==> src/rtl/freq_pkg.sv <==
// Shared constants and types for the frequency synthesiser and counter.
// Optional macro FREQ_SYNTH_ROUND_EN widens the dividend by one bit so the
// half-period can be rounded to nearest instead of truncated.
package freq_pkg;

    localparam int unsigned CLK_HZ_DEF = 100_000_000;
    localparam int          FREQ_W     = 16;
    localparam int          DIV_W      = 32;

`ifdef FREQ_SYNTH_ROUND_EN
    localparam int          DVD_W      = DIV_W + 1;
`else
    localparam int          DVD_W      = DIV_W;
`endif

    typedef enum logic [1:0] {IDLE, DIV, RUN} state_t;

    // A zero quotient means the request exceeds CLK_HZ/2; run as fast as possible.
    function automatic logic [DIV_W-1:0] clamp_half(input logic [DIV_W-1:0] q);
        return (q == '0) ? DIV_W'(1) : q;
    endfunction

endpackage

==> src/rtl/freq_synth_if.sv <==
// Request channel of the frequency synthesiser: a valid/ready frequency port.
interface freq_synth_if;
    logic [freq_pkg::FREQ_W-1:0] freq_in;
    logic                        freq_valid;
    logic                        freq_ready;

    modport master (output freq_in, output freq_valid, input freq_ready);
    modport slave  (input freq_in, input freq_valid, output freq_ready);
endinterface

==> src/rtl/freq_synth_seq_divider.sv <==
// Restoring divider producing one quotient bit per clock.
// A start pulse (re)loads the operands, so a new start abandons any division
// still in progress; done pulses for one cycle when the quotient is valid.
module seq_divider #(
    parameter int DVD_W = 32,
    parameter int DVS_W = 17
) (
    input  logic             clk,
    input  logic             rst,
    input  logic             start,
    input  logic [DVD_W-1:0] dividend,
    input  logic [DVS_W-1:0] divisor,
    output logic             busy,
    output logic             done,
    output logic [DVD_W-1:0] quotient
);
    localparam int CNT_W = $clog2(DVD_W + 1);

    logic [DVS_W-1:0] rem, rem_nx, dvs;
    logic [DVD_W-1:0] quo, quo_nx;
    logic [CNT_W-1:0] cnt;
    logic [DVS_W:0]   rem_sh;

    // One restoring step: shift in the next dividend bit, subtract if it fits.
    always_comb begin
        // NOTE: every combinational output is given a default first so no latch is inferred.
        rem_nx = rem;
        quo_nx = {quo[DVD_W-2:0], 1'b0};
        rem_sh = {rem, quo[DVD_W-1]};
        if (rem_sh >= {1'b0, dvs}) begin
            rem_nx    = DVS_W'(rem_sh - {1'b0, dvs});
            quo_nx[0] = 1'b1;
        end else begin
            rem_nx    = rem_sh[DVS_W-1:0];
        end
    end

    // Operand load on start, then DVD_W iteration cycles ending in a done pulse.
    always_ff @(posedge clk) begin
        // NOTE: all clocked state uses non-blocking assignments so every flop sees pre-edge values.
        if (rst) begin
            busy <= 1'b0;
            done <= 1'b0;
            cnt  <= '0;
            rem  <= '0;
            quo  <= '0;
            dvs  <= '0;
        end else begin
            done <= 1'b0;
            if (start) begin
                rem  <= '0;
                quo  <= dividend;
                dvs  <= divisor;
                cnt  <= CNT_W'(DVD_W);
                busy <= 1'b1;
            end else if (busy) begin
                rem <= rem_nx;
                quo <= quo_nx;
                cnt <= cnt - 1'b1;
                if (cnt == CNT_W'(1)) begin
                    busy <= 1'b0;
                    done <= 1'b1;
                end
            end
        end
    end

    assign quotient = quo;

endmodule

==> src/rtl/freq_synth.sv <==
// Square-wave synthesiser: turns a frequency request in Hz into a 50%-duty
// output by counting half-periods of CLK_HZ / (2*freq) system clocks.
// Retunes are computed in the background and applied only at a toggle edge.
// FREQ_SYNTH_ROUND_EN selects round-to-nearest half-period (dividend CLK_HZ+freq).
module freq_synth
    import freq_pkg::*;
#(
    parameter int unsigned CLK_HZ = CLK_HZ_DEF
) (
    input  logic         clk,
    input  logic         rst,
    freq_synth_if.slave  bus,
    output logic         sigout,
    output logic         active
);
    state_t             state, state_nx;
    logic [FREQ_W-1:0]  freq_reg;
    logic               div_start, div_busy, div_done;
    logic [DVD_W-1:0]   dividend, quotient;
    logic [DIV_W-1:0]   half_period, pend_half, counter, new_half;
    logic               pend_valid, stop_req;
    logic               accept, accept_nz, accept_zero, result_ok, toggle, stop_now;

    assign bus.freq_ready = (state == IDLE) || (state == RUN && !div_start && !div_busy);
    assign accept      = bus.freq_valid && bus.freq_ready;
    assign accept_nz   = accept && (bus.freq_in != '0);
    assign accept_zero = accept && (bus.freq_in == '0);
    // A done seen while a restart is being issued belongs to an abandoned division.
    assign result_ok   = div_done && !div_start;
    assign new_half    = clamp_half(quotient[DIV_W-1:0]);
    assign toggle      = (state == RUN) && (counter == half_period - DIV_W'(1));
    // Stop at a falling toggle, or at once when the output is already low.
    assign stop_now    = (state == RUN) && ((accept_zero && !sigout) ||
                                            ((stop_req || accept_zero) && toggle && sigout));

`ifdef FREQ_SYNTH_ROUND_EN
    assign dividend = DVD_W'(CLK_HZ) + DVD_W'(freq_reg);
`else
    assign dividend = DVD_W'(CLK_HZ);
`endif

    seq_divider #(.DVD_W(DVD_W), .DVS_W(FREQ_W + 1)) u_div (
        .clk      (clk),
        .rst      (rst),
        .start    (div_start),
        .dividend (dividend),
        .divisor  ({freq_reg, 1'b0}),
        .busy     (div_busy),
        .done     (div_done),
        .quotient (quotient)
    );

    // State register.
    always_ff @(posedge clk) begin
        if (rst) state <= IDLE;
        else     state <= state_nx;
    end

    // Next-state decode.
    always_comb begin
        state_nx = state;
        case (state)
            IDLE:    if (accept_nz) state_nx = DIV;
            DIV:     if (result_ok) state_nx = RUN;
            RUN:     if (stop_now)  state_nx = IDLE;
            default: state_nx = IDLE;
        endcase
    end

    // Request capture, period bookkeeping and output waveform.
    always_ff @(posedge clk) begin
        if (rst) begin
            freq_reg    <= '0;
            div_start   <= 1'b0;
            half_period <= '0;
            pend_half   <= '0;
            pend_valid  <= 1'b0;
            stop_req    <= 1'b0;
            counter     <= '0;
            sigout      <= 1'b0;
            active      <= 1'b0;
        end else begin
            div_start <= 1'b0;
            case (state)
                IDLE: begin
                    sigout     <= 1'b0;
                    active     <= 1'b0;
                    counter    <= '0;
                    pend_valid <= 1'b0;
                    stop_req   <= 1'b0;
                    if (accept_nz) begin
                        freq_reg  <= bus.freq_in;
                        div_start <= 1'b1;
                    end
                end
                DIV: begin
                    if (result_ok) begin
                        half_period <= new_half;
                        counter     <= '0;
                        sigout      <= 1'b1;
                        active      <= 1'b1;
                    end
                end
                RUN: begin
                    if (stop_now) begin
                        sigout     <= 1'b0;
                        active     <= 1'b0;
                        counter    <= '0;
                        pend_valid <= 1'b0;
                        stop_req   <= 1'b0;
                    end else begin
                        if (toggle) begin
                            sigout  <= ~sigout;
                            counter <= '0;
                            if (pend_valid) begin
                                half_period <= pend_half;
                                pend_valid  <= 1'b0;
                            end
                        end else begin
                            counter <= counter + DIV_W'(1);
                        end
                        if (result_ok) begin
                            pend_half  <= new_half;
                            pend_valid <= 1'b1;
                        end
                        if (accept_nz) begin
                            freq_reg  <= bus.freq_in;
                            div_start <= 1'b1;
                            stop_req  <= 1'b0;
                        end else if (accept_zero) begin
                            stop_req  <= 1'b1;
                        end
                    end
                end
                default: ;
            endcase
        end
    end

endmodule

==> src/flat_wrapper.sv <==
// flat-port wrapper written by rule: the top's interface ports become plain ports
module freq_synth_flat import freq_pkg::*;
#(
    parameter int unsigned CLK_HZ = CLK_HZ_DEF
)
  (clk, rst, sigout, active, bus_freq_in, bus_freq_valid, bus_freq_ready);
  freq_synth_if bus_i ();
  input  logic clk;
  input  logic rst;
  output logic sigout;
  output logic active;
  input wire logic [$bits(bus_i.freq_in)-1:0] bus_freq_in;
  input wire logic [$bits(bus_i.freq_valid)-1:0] bus_freq_valid;
  output wire logic [$bits(bus_i.freq_ready)-1:0] bus_freq_ready;
  assign bus_i.freq_in = bus_freq_in;
  assign bus_i.freq_valid = bus_freq_valid;
  assign bus_freq_ready = bus_i.freq_ready;
  freq_synth #(.CLK_HZ(CLK_HZ)) u_core (.clk(clk), .rst(rst), .bus(bus_i), .sigout(sigout), .active(active));
endmodule
==> config.mk <==
export PLATFORM = sky130hd
export DESIGN_NAME = freq_synth_flat
export DESIGN_NICKNAME = d
export VERILOG_FILES = /design/src/rtl/freq_pkg.sv /design/src/rtl/freq_synth_if.sv /design/src/rtl/freq_synth_seq_divider.sv /design/src/rtl/freq_synth.sv /design/src/flat_wrapper.sv
export SDC_FILE = /design/constraint.sdc
export NUM_CORES = 1
export LEC_CHECK = 0
export CAP_MARGIN = 40
export CORE_MARGIN = 5
export CORE_UTILIZATION = 58
export DETAILED_ROUTE_END_ITERATION = 7
export DONT_BUFFER_PORTS = 1
export HOLD_SLACK_MARGIN = 0.15
export PLACE_DENSITY = 0.71
export SLEW_MARGIN = 20
export SYNTH_ARGS = -nofsm -noshare
export SYNTH_HDL_FRONTEND = slang
export SYNTH_HIERARCHICAL = 1
export SYNTH_SLANG_ARGS = --single-unit
==> constraint.sdc <==
create_clock -name clk -period 12.1 [get_ports clk]
set_clock_uncertainty 0.2 [all_clocks]
set_input_delay 3.63 -clock clk [delete_from_list [all_inputs] [get_ports clk]]
set_output_delay 3.63 -clock clk [all_outputs]
set_load 0.1 [all_outputs]
==> results of run 1 <==
[synthesized netlist by cell type (5+ instances only)]
master | count | share of area, %
a211o_1 | 7 | 0.57
a211oi_1 | 9 | 0.63
a21o_1 | 5 | 0.35
a21oi_1 | 83 | 3.9
a311oi_1 | 5 | 0.41
a311oi_2 | 28 | 3.9
a31oi_1 | 11 | 0.64
and3_1 | 14 | 0.81
buf_2 | 17 | 0.79
buf_6 | 8 | 0.84
clkbuf_1 | 47 | 1.6
dfxtp_1 | 193 | 36
ha_1 | 25 | 2.9
inv_1 | 32 | 1.1
mux2i_1 | 133 | 12
nand2_1 | 54 | 1.9
nand2b_1 | 8 | 0.47
nand3_1 | 38 | 1.8
nand3b_1 | 8 | 0.56
nand4_1 | 18 | 1.0
nor2_1 | 207 | 7.2
nor3_1 | 19 | 0.88
nor4_1 | 27 | 1.6
o21a_1 | 8 | 0.56
o21ai_0 | 20 | 0.93
o21ai_1 | 5 | 0.23
or2_2 | 5 | 0.29
or3_1 | 8 | 0.47
or4_1 | 11 | 0.77
xnor2_1 | 38 | 3.1
xor2_1 | 43 | 3.5
[metal layers]
metal  GRT usage (%)  up-vias
met4            5.46        0
met1            29.3     3982
met2            35.1      145
li1                -     4329
met5               0        -
met3            4.31       27
[worst register-to-register path, cell delays in order (launching register included)]
cell and delay [ns]:
dfxtp_1 0.35, inv_1 0.07, ha_1 0.19, or3b_2 0.55
or4_1 0.64, or4_1 0.57, a221oi_1 0.30, nand4_1 0.18
nor4_4 0.61, a41o_2 0.30, buf_4 0.61, a21oi_1 0.21
a311oi_2 0.27
[through the flow]
step	hold WS, ns	setup WS, ns
floorplan	0.245	4.91
global placement	0.272	5.85
detailed placement	0.276	5.86
CTS	0.292	6.30
global route	0.315	6.02
finish	0.294	6.27
[cells by family (layout without fill, tap and decap cells)]
logic type | Yosys count | in the layout | synth area share (%)
compound gates | 233 | 233 | 16.6
xor+xnor | 81 | 81 | 6.60
fa+ha+maj | 26 | 26 | 3.09
buf+inv | 116 | 79 | 5.45
flops | 193 | 193 | 35.9
mux | 133 | 133 | 12.4
other cells | 2 | 33 | 0.0698
simple gates | 444 | 444 | 19.9
[layout make-up]
cell class                      instances  area share [%]
Multi-Input combinational cell        950            56.1
Clock buffer                           19            3.86
Clock inverter                         13            1.26
Tap cell                              229            2.49
Timing Repair Buffer                   15            1.51
Sequential cell                       193            33.7
Inverter                               32            1.05
[report_power, final]
part | switching, uW | internal (uW)
registers | 48.3 | 672
clock network | 260 | 298
logic | 303 | 222
[worst paths after layout]
check	depth (start not counted)	slack [ns]	startpoint	to
setup / recovery	8	6.27	bus_freq_in[10]	u_core/counter[17]
hold / removal	2	0.29	u_core/u_div/rem[4]	u_core/u_div/rem[5]
setup reg to reg	12	6.97	u_core/half_period[0]	u_core/half_period[15]
hold reg to reg	2	0.29	u_core/u_div/rem[4]	u_core/u_div/rem[5]
==> results.toml, run 1 <==
[die]
die_h_um = 146
core_sq_um = 18100
ios = 22
die_w_um = 146
start_util_pct = 59.5
dieArea_sq_um = 21400
rows = 49

[cells_and_area]
final_cells = 1451
fill_cells = 1524
multi_input_area_sq_um = 6450
insertedDiodeCount = 0
final_common_cell = "nor2_1"
seq_area_sq_um = 3870
stdcell_area_sq_um = 11500
drive_gt1_share_pct = 8.51
mostFrequentLayoutCells = "207 x nor2_1, 191 x dfxtp_1, 133 x mux2i_1"
area_growth_pct = 6.79
final_net_count = 1254
final_util_pct = 63.5

[worst_setup_path]
critical-path-top-delay-family = "simple AND/OR/NAND/NOR gates"
crit_type = "primary input to flip-flop"
slowest_delay_ns = 0.52
critical_path_buf_inv_count = 1
crit_path_end_kind = "flip-flop"
path_cells = "nor4_1 -> nand4_1 -> or2_2 -> o21ai_0 -> o21ai_0 -> nand2b_1 -> buf_4 -> nor2_1"
cp_slowest_cell = "o21ai_0"
crit_path_frequent_cell = "o21ai_0"
crit_arrival_ns = 5.94
cp_data_required_time_ns = 12.20
critPathLaunchType = "primary input"
critPathMaxFanout = 31

[placed_design]
place_hpwl_um = 15500
dp.cells = 1417
port_buffers = 0
placedInstanceArea_sq_um = 10900
globalplace.congestion = 0.922

[timing]
max_freq_mhz = 171
rsz0062_at_grt = "false"
setup_viol_count_final = 0
fin_crit_ns = 5.83
tightest_slew_ns = 0.800
final.setup.tns_ns = 0
maxSlewHeadroom_pct = 46.2
fin_crit_sh_pct = 48.2
hold_violations = 0
maxSlewViolCount = 0

[clock_network]
root_buffer = "clkbuf_16"
clkSinkCount = 193
htree_levels = 4
max-clock-path-buffers = 2
clk-insertion-delay-late_ns = 0.43
numCtsBuffers = 17
cts_resized = 0
holdBufCountCts = 0
cts_setup_buffers = 0
clkTransAtPathRegs_ns = 0.07
cts_tree = "built"

[synth]
ys_async_sr_fraction_pct = 0
synth_flop_cell = "dfxtp_1"
ys_ff_latch = 193
synth_area_sq_um = 10800
synthCells = 1228
synth_cell_types = 82
syn_area_per_cell_sq_um = 8.76
synth-edff-count = 0
yosysSeqAreaShare_pct = 35.9
yosys_warnings = 6

[drt]
wl_met1_um = 11000
drt_wl_total_um = 22900
dr.pass1.iters = 5
ant_nets = 0
via_per_inst = 5.85
wl_met2_um = 10800
drt_first_iter_violations = 453
vias = 8483
drcViolationCount = 0
top_layer_used = "met4"
dr_wl_met3_um = 821
avgRoutedWirePerCell_um = 15.8

[run_status]
status = "complete, no violations"

[grt]
antenna_found_initial = 0
overflow = 0
grt_pass1_wl_um = 39400
grtUsageTotal_pct = 21.5
grt_max_degree = 145
grt_pass1_vias = 8056

[power]
leakagePower_uw = 0.00411
power_uw = 1800
pwr_density_cell_nw_per_um2 = 157
peakVddDrop_mv = 0.129

[job]
cap_violations = 0

[hold_path]
hp-class = "flip-flop to flip-flop"
(Power assumes the default switching activity.)
==> run 2: changes to the inputs <==
==> constraint.sdc (replaced) <==
create_clock -name clk -period 5.4 [get_ports clk]
set_clock_uncertainty 0.2 [all_clocks]
set_input_delay 1.62 -clock clk [delete_from_list [all_inputs] [get_ports clk]]
set_output_delay 1.62 -clock clk [all_outputs]
set_load 0.1 [all_outputs]
==> run 2 against run 1 <==
Against the previous run:
- critical path depth increased by 4
- clock-buffer cell count decreased by 1
- sequential share of layout area decreased by 0.14 points
- routed wire length decreased by 0.33%
- cell area increased by 0.41%
- sequential power increased by 120%
- critical endpoint is now u_core/half_period[1]
- highest routed layer unchanged
==> results.toml, run 2 (synthesized netlist as in run 1, its figures left out) <==
[drt]
dr.pass1.iters = 6
dr_wl_met3_um = 735
vias = 8493
wl_met2_um = 10800
drt_wl_total_um = 22800
wl_met1_um = 10800
avgRoutedWirePerCell_um = 15.7
drcViolationCount = 0
ant_nets = 0
drt_first_iter_violations = 523
via_per_inst = 5.85
top_layer_used = "met4"

[worst_setup_path]
crit_arrival_ns = 4.84
path_cells = "inv_1 -> ha_1 -> or3b_2 -> or4_1 -> or4_1 -> a221oi_1 -> nand4_1 -> nor4_4 -> a41o_2 -> buf_12 -> a21oi_1 -> a311oi_2"
cp_data_required_time_ns = 5.54
critPathMaxFanout = 63
slowest_delay_ns = 0.65
crit_path_end_kind = "flip-flop"
cp_slowest_cell = "or4_1"
critPathLaunchType = "flip-flop"
crit_path_frequent_cell = "or4_1"
crit_type = "flip-flop to flip-flop"

[die]
start_util_pct = 59.5
core_sq_um = 18100
die_w_um = 146
rows = 49
ios = 22
die_h_um = 146
dieArea_sq_um = 21400

[power]
power_frac_clock_pct = 31.1
leakagePower_uw = 0.00413
pwr_density_cell_nw_per_um2 = 353
seqPwrFrac_pct = 39.5
swShare_pct = 34.0
internal_power_uw = 2690
peakVddDrop_mv = 0.216
power_uw = 4070
combPwrFrac_pct = 29.4
power.net_switching_uw = 1380

[cells_and_area]
final_net_count = 1255
mostFrequentLayoutCells = "207 x nor2_1, 191 x dfxtp_1, 133 x mux2i_1"
fill_cells = 1539
area_growth_pct = 7.24
insertedDiodeCount = 0
drive_gt1_share_pct = 8.67
final_common_cell = "nor2_1"

[clock_network]
clk-insertion-delay-late_ns = 0.44
clkTransAtPathRegs_ns = 0.07
cts_tree = "built"
htree_levels = 4
holdBufCountCts = 0
numCtsBuffers = 17
clkSinkCount = 193
cts_resized = 0
root_buffer = "clkbuf_16"
cts_setup_buffers = 0
max-clock-path-buffers = 2

[timing]
setup_viol_count_final = 0
fin_crit_sh_pct = 87.0
rsz0062_at_grt = "false"
fin_crit_ns = 4.70
tightest_slew_ns = 0.770
whs_ns = 0.293
final.setup.tns_ns = 0
max_freq_mhz = 213
maxSlewViolCount = 0
hold_violations = 0
maxSlewHeadroom_pct = 48.7

[placed_design]
globalplace.congestion = 0.943
place_hpwl_um = 15700
port_buffers = 0

[grt]
antenna_found_initial = 0
grt_pass1_wl_um = 39100
grt_max_degree = 145
grt_pass1_vias = 7911
grtUsageTotal_pct = 21.5
overflow = 0

[hold_path]
hp-class = "flip-flop to flip-flop"

[run_status]
status = "complete, no violations"

[job]
cap_violations = 0
-- run 2: power groups by stage --
stage | Sequential, uW | Combinational, uW | Clock (uW)
final | 1610 | 1190 | 1270
after global routing | 1620 | 1320 | 1350
after CTS | 1610 | 1180 | 1300
after detailed placement | 1640 | 1170 | 0
after global placement | 1650 | 1140 | 0
after floorplan | 1610 | 1010 | 0
-- run 2: final timing paths --
kind                                         endpoint  cells past startpoint                   from  slack (ns)
worst max register to register  u_core/half_period[1]                     12  u_core/half_period[0]        0.70
worst min-delay path              u_core/u_div/cnt[1]                      2    u_core/u_div/cnt[1]        0.29
worst max-delay path            u_core/half_period[1]                     12  u_core/half_period[0]        0.70
worst min register to register    u_core/u_div/cnt[1]                      2    u_core/u_div/cnt[1]        0.29
-- run 2: critical path: cells and delay by family (launching register included) --
kind                       cells  cell delay (ns)
AOI/OAI and AO/OA              4             1.03
adders and majority gates      1             0.18
buffers and inverters          2             0.36
DFF                            1             0.35
and+or+nand+nor                5             2.45
-- run 2: stage by stage --
| step | setup WS, ns | std cells | area, sq um | util [%] |
|---|---|---|---|---|
| floorplan | 0.0763 | 1259 | 10900 | - |
| detailed placement | 0.709 | 1418 | 10900 | 60.3 |
| CTS | 0.698 | 1450 | 11500 | 63.6 |
| global route | 0.427 | 1452 | 11500 | 63.8 |
| global placement | 0.903 | 1415 | 10800 | 59.9 |
| finish | 0.701 | 1452 | 11500 | 63.8 |
-- run 2: layout make-up --
| class | count | area, sq um | area share, % |
|---|---|---|---|
| multi-input cells | 950 | 6450 | 55.9 |
| clock inverters | 14 | 144 | 1.25 |
| clock buffers | 18 | 450 | 3.91 |
| well taps | 229 | 287 | 2.48 |
| flip-flops and latches | 193 | 3870 | 33.5 |
| repair buffers | 16 | 215 | 1.87 |
| inverters | 32 | 120 | 1.04 |
-- run 2: per-layer routing --
layer  track usage [%]  vias up
met4              7.90        0
met1              29.1     3963
met3              3.63       35
met2              34.8      147
met5                 0        -
li1                  -     4348
==> run 3: changes to the inputs <==
--- a/config.mk
+++ b/config.mk
@@ -6,7 +6,7 @@
 export NUM_CORES = 1
 export LEC_CHECK = 0
 export CAP_MARGIN = 40
-export CORE_MARGIN = 5
+export CORE_MARGIN = 2
 export CORE_UTILIZATION = 58
 export DETAILED_ROUTE_END_ITERATION = 7
 export DONT_BUFFER_PORTS = 1
==> run 3 against run 2 <==
Against the previous run:
- die area is 8.0% lower
- utilization barely moved
- critical path depth stayed put
- sequential cell count stayed put
- worst hold slack worse by 0.0091 ns
- combinational power hardly changed
- clock power about the same
- non-clock buffer count fell by 1
- critical path type unchanged
- critical endpoint is now u_core/half_period[16]
- largest power group unchanged
==> results.toml, run 3 (synthesized netlist as in run 1, its figures left out) <==
[drt]
ant_nets = 0
drcViolationCount = 0
dr.pass1.iters = 4
via_per_inst = 5.84
drt_wl_total_um = 22800
vias = 8474
avgRoutedWirePerCell_um = 15.7
drt_first_iter_violations = 559

[cells_and_area]
final_common_cell = "nor2_1"
drive_gt1_share_pct = 8.59
mostFrequentLayoutCells = "207 x nor2_1, 191 x dfxtp_1, 133 x mux2i_1"
area_growth_pct = 7.25
insertedDiodeCount = 0
final_util_pct = 63.8
final_net_count = 1254
fill_cells = 1535
stdcell_area_sq_um = 11500
multi_input_area_sq_um = 6450
seq_area_sq_um = 3870

[grt]
grt_pass1_vias = 7875
antenna_found_initial = 0
overflow = 0
grt_pass1_wl_um = 38500
grt_max_degree = 145
grtUsageTotal_pct = 23.5

[timing]
max_freq_mhz = 210
tightest_slew_ns = 0.812
maxSlewHeadroom_pct = 45.4
fin_crit_sh_pct = 88.1
whs_ns = 0.284
hold_violations = 0
final.setup.tns_ns = 0
fin_ws_ns = 0.641
setup_viol_count_final = 0
rsz0062_at_grt = "false"
maxSlewViolCount = 0
fin_crit_ns = 4.76

[placed_design]
placedInstanceArea_sq_um = 10900
globalplace.congestion = 0.915
port_buffers = 0
place_hpwl_um = 15500
dp_slack_ns = 0.656

[worst_setup_path]
crit_arrival_ns = 4.90
cp_slowest_cell = "or4_1"
crit_path_frequent_cell = "or4_1"
path_cells = "inv_1 -> ha_1 -> or3b_2 -> or4_1 -> or4_1 -> a221oi_1 -> nand4_1 -> nor4_4 -> o21a_2 -> buf_12 -> a21oi_1 -> a311oi_2"
critPathMaxFanout = 49
cp_data_required_time_ns = 5.54
critPathLaunchType = "flip-flop"
crit_path_end_kind = "flip-flop"
crit_type = "flip-flop to flip-flop"
slowest_delay_ns = 0.63

[clock_network]
cts_resized = 0
clkTransAtPathRegs_ns = 0.07
clk-insertion-delay-late_ns = 0.44
holdBufCountCts = 0
cts_setup_buffers = 0
numCtsBuffers = 17
root_buffer = "clkbuf_16"
cts_tree = "built"
max-clock-path-buffers = 2
htree_levels = 4
clkSinkCount = 193

[power]
peakVddDrop_mv = 0.239
pwr_density_cell_nw_per_um2 = 353
leakagePower_uw = 0.00413

[die]
die_h_um = 140
dieArea_sq_um = 19600
rows = 49
core_sq_um = 18100
start_util_pct = 59.5
die_w_um = 140
ios = 22

[hold_path]
hp-class = "flip-flop to flip-flop"

[run_status]
status = "complete, no violations"

[job]
cap_violations = 0
run 3: cell types whose count changed in the layout (fill, tap and decap cells not counted):
cell / delta
buf_12: -1
buf_16: +1
clkbuf_16: -1
clkbuf_2: -1
clkbuf_8: +2
clkinv_2: -2
clkinv_4: +2
clkinv_8: -1
clkinvlp_4: -2
inv_6: +1
inv_8: +1
run 3: where the power goes:
group / leakage [uW] / internal [uW] / switching (uW)
Combinational: 0.00227 / 504 / 689
Sequential: 0.00157 / 1510 / 102
Clock: 0.000293 / 681 / 591
run 3: per-stage QoR:
| step | total power [uW] | instances |
|---|---|---|
| after floorplan | 2620 | 1259 |
| after global placement | 2790 | 1415 |
| after detailed placement | 2820 | 1418 |
| after CTS | 4090 | 1450 |
| after global routing | 4300 | 1451 |
| final | 4070 | 1451 |
run 3: worst paths after layout:
check	depth (start not counted)	slack, ns	start	end
min reg2reg	2	0.28	u_core/u_div/rem[12]	u_core/u_div/rem[12]
min	2	0.28	u_core/u_div/rem[12]	u_core/u_div/rem[12]
max reg2reg	12	0.64	u_core/half_period[0]	u_core/half_period[16]
max	12	0.64	u_core/half_period[0]	u_core/half_period[16]
run 3: worst max-delay path, delay by kind of cell (launching register included):
| kind | cells | cell delay, ns |
|---|---|---|
| AND/OR/NAND/NOR | 5 | 2.45 |
| adder cells (fa/ha/maj) | 1 | 0.18 |
| AO/OA/AOI/OAI | 4 | 1.09 |
| flip-flops | 1 | 0.35 |
| buffers and inverters | 2 | 0.36 |
run 3: layout make-up:
| type | instances | area share (%) |
|---|---|---|
| multi-input combinational | 950 | 55.9 |
| timing repair buffer | 15 | 1.89 |
| inverter | 32 | 1.04 |
| clock inverter | 13 | 1.22 |
| clock buffer | 19 | 3.93 |
| sequential | 193 | 33.5 |
| tap | 229 | 2.48 |
run 3: routing by layer:
layer / part of all wire (%) / vias to the layer above / wire [um] / GRT usage, %
met5: 0 / - / 0 / 0
met4: 1.5 / 0 / 338 / 6.38
met3: 3.6 / 21 / 822 / 4.21
met2: 48 / 136 / 10800 / 39.2
met1: 47 / 3983 / 10800 / 31.4
li1: - / 4334 / - / -
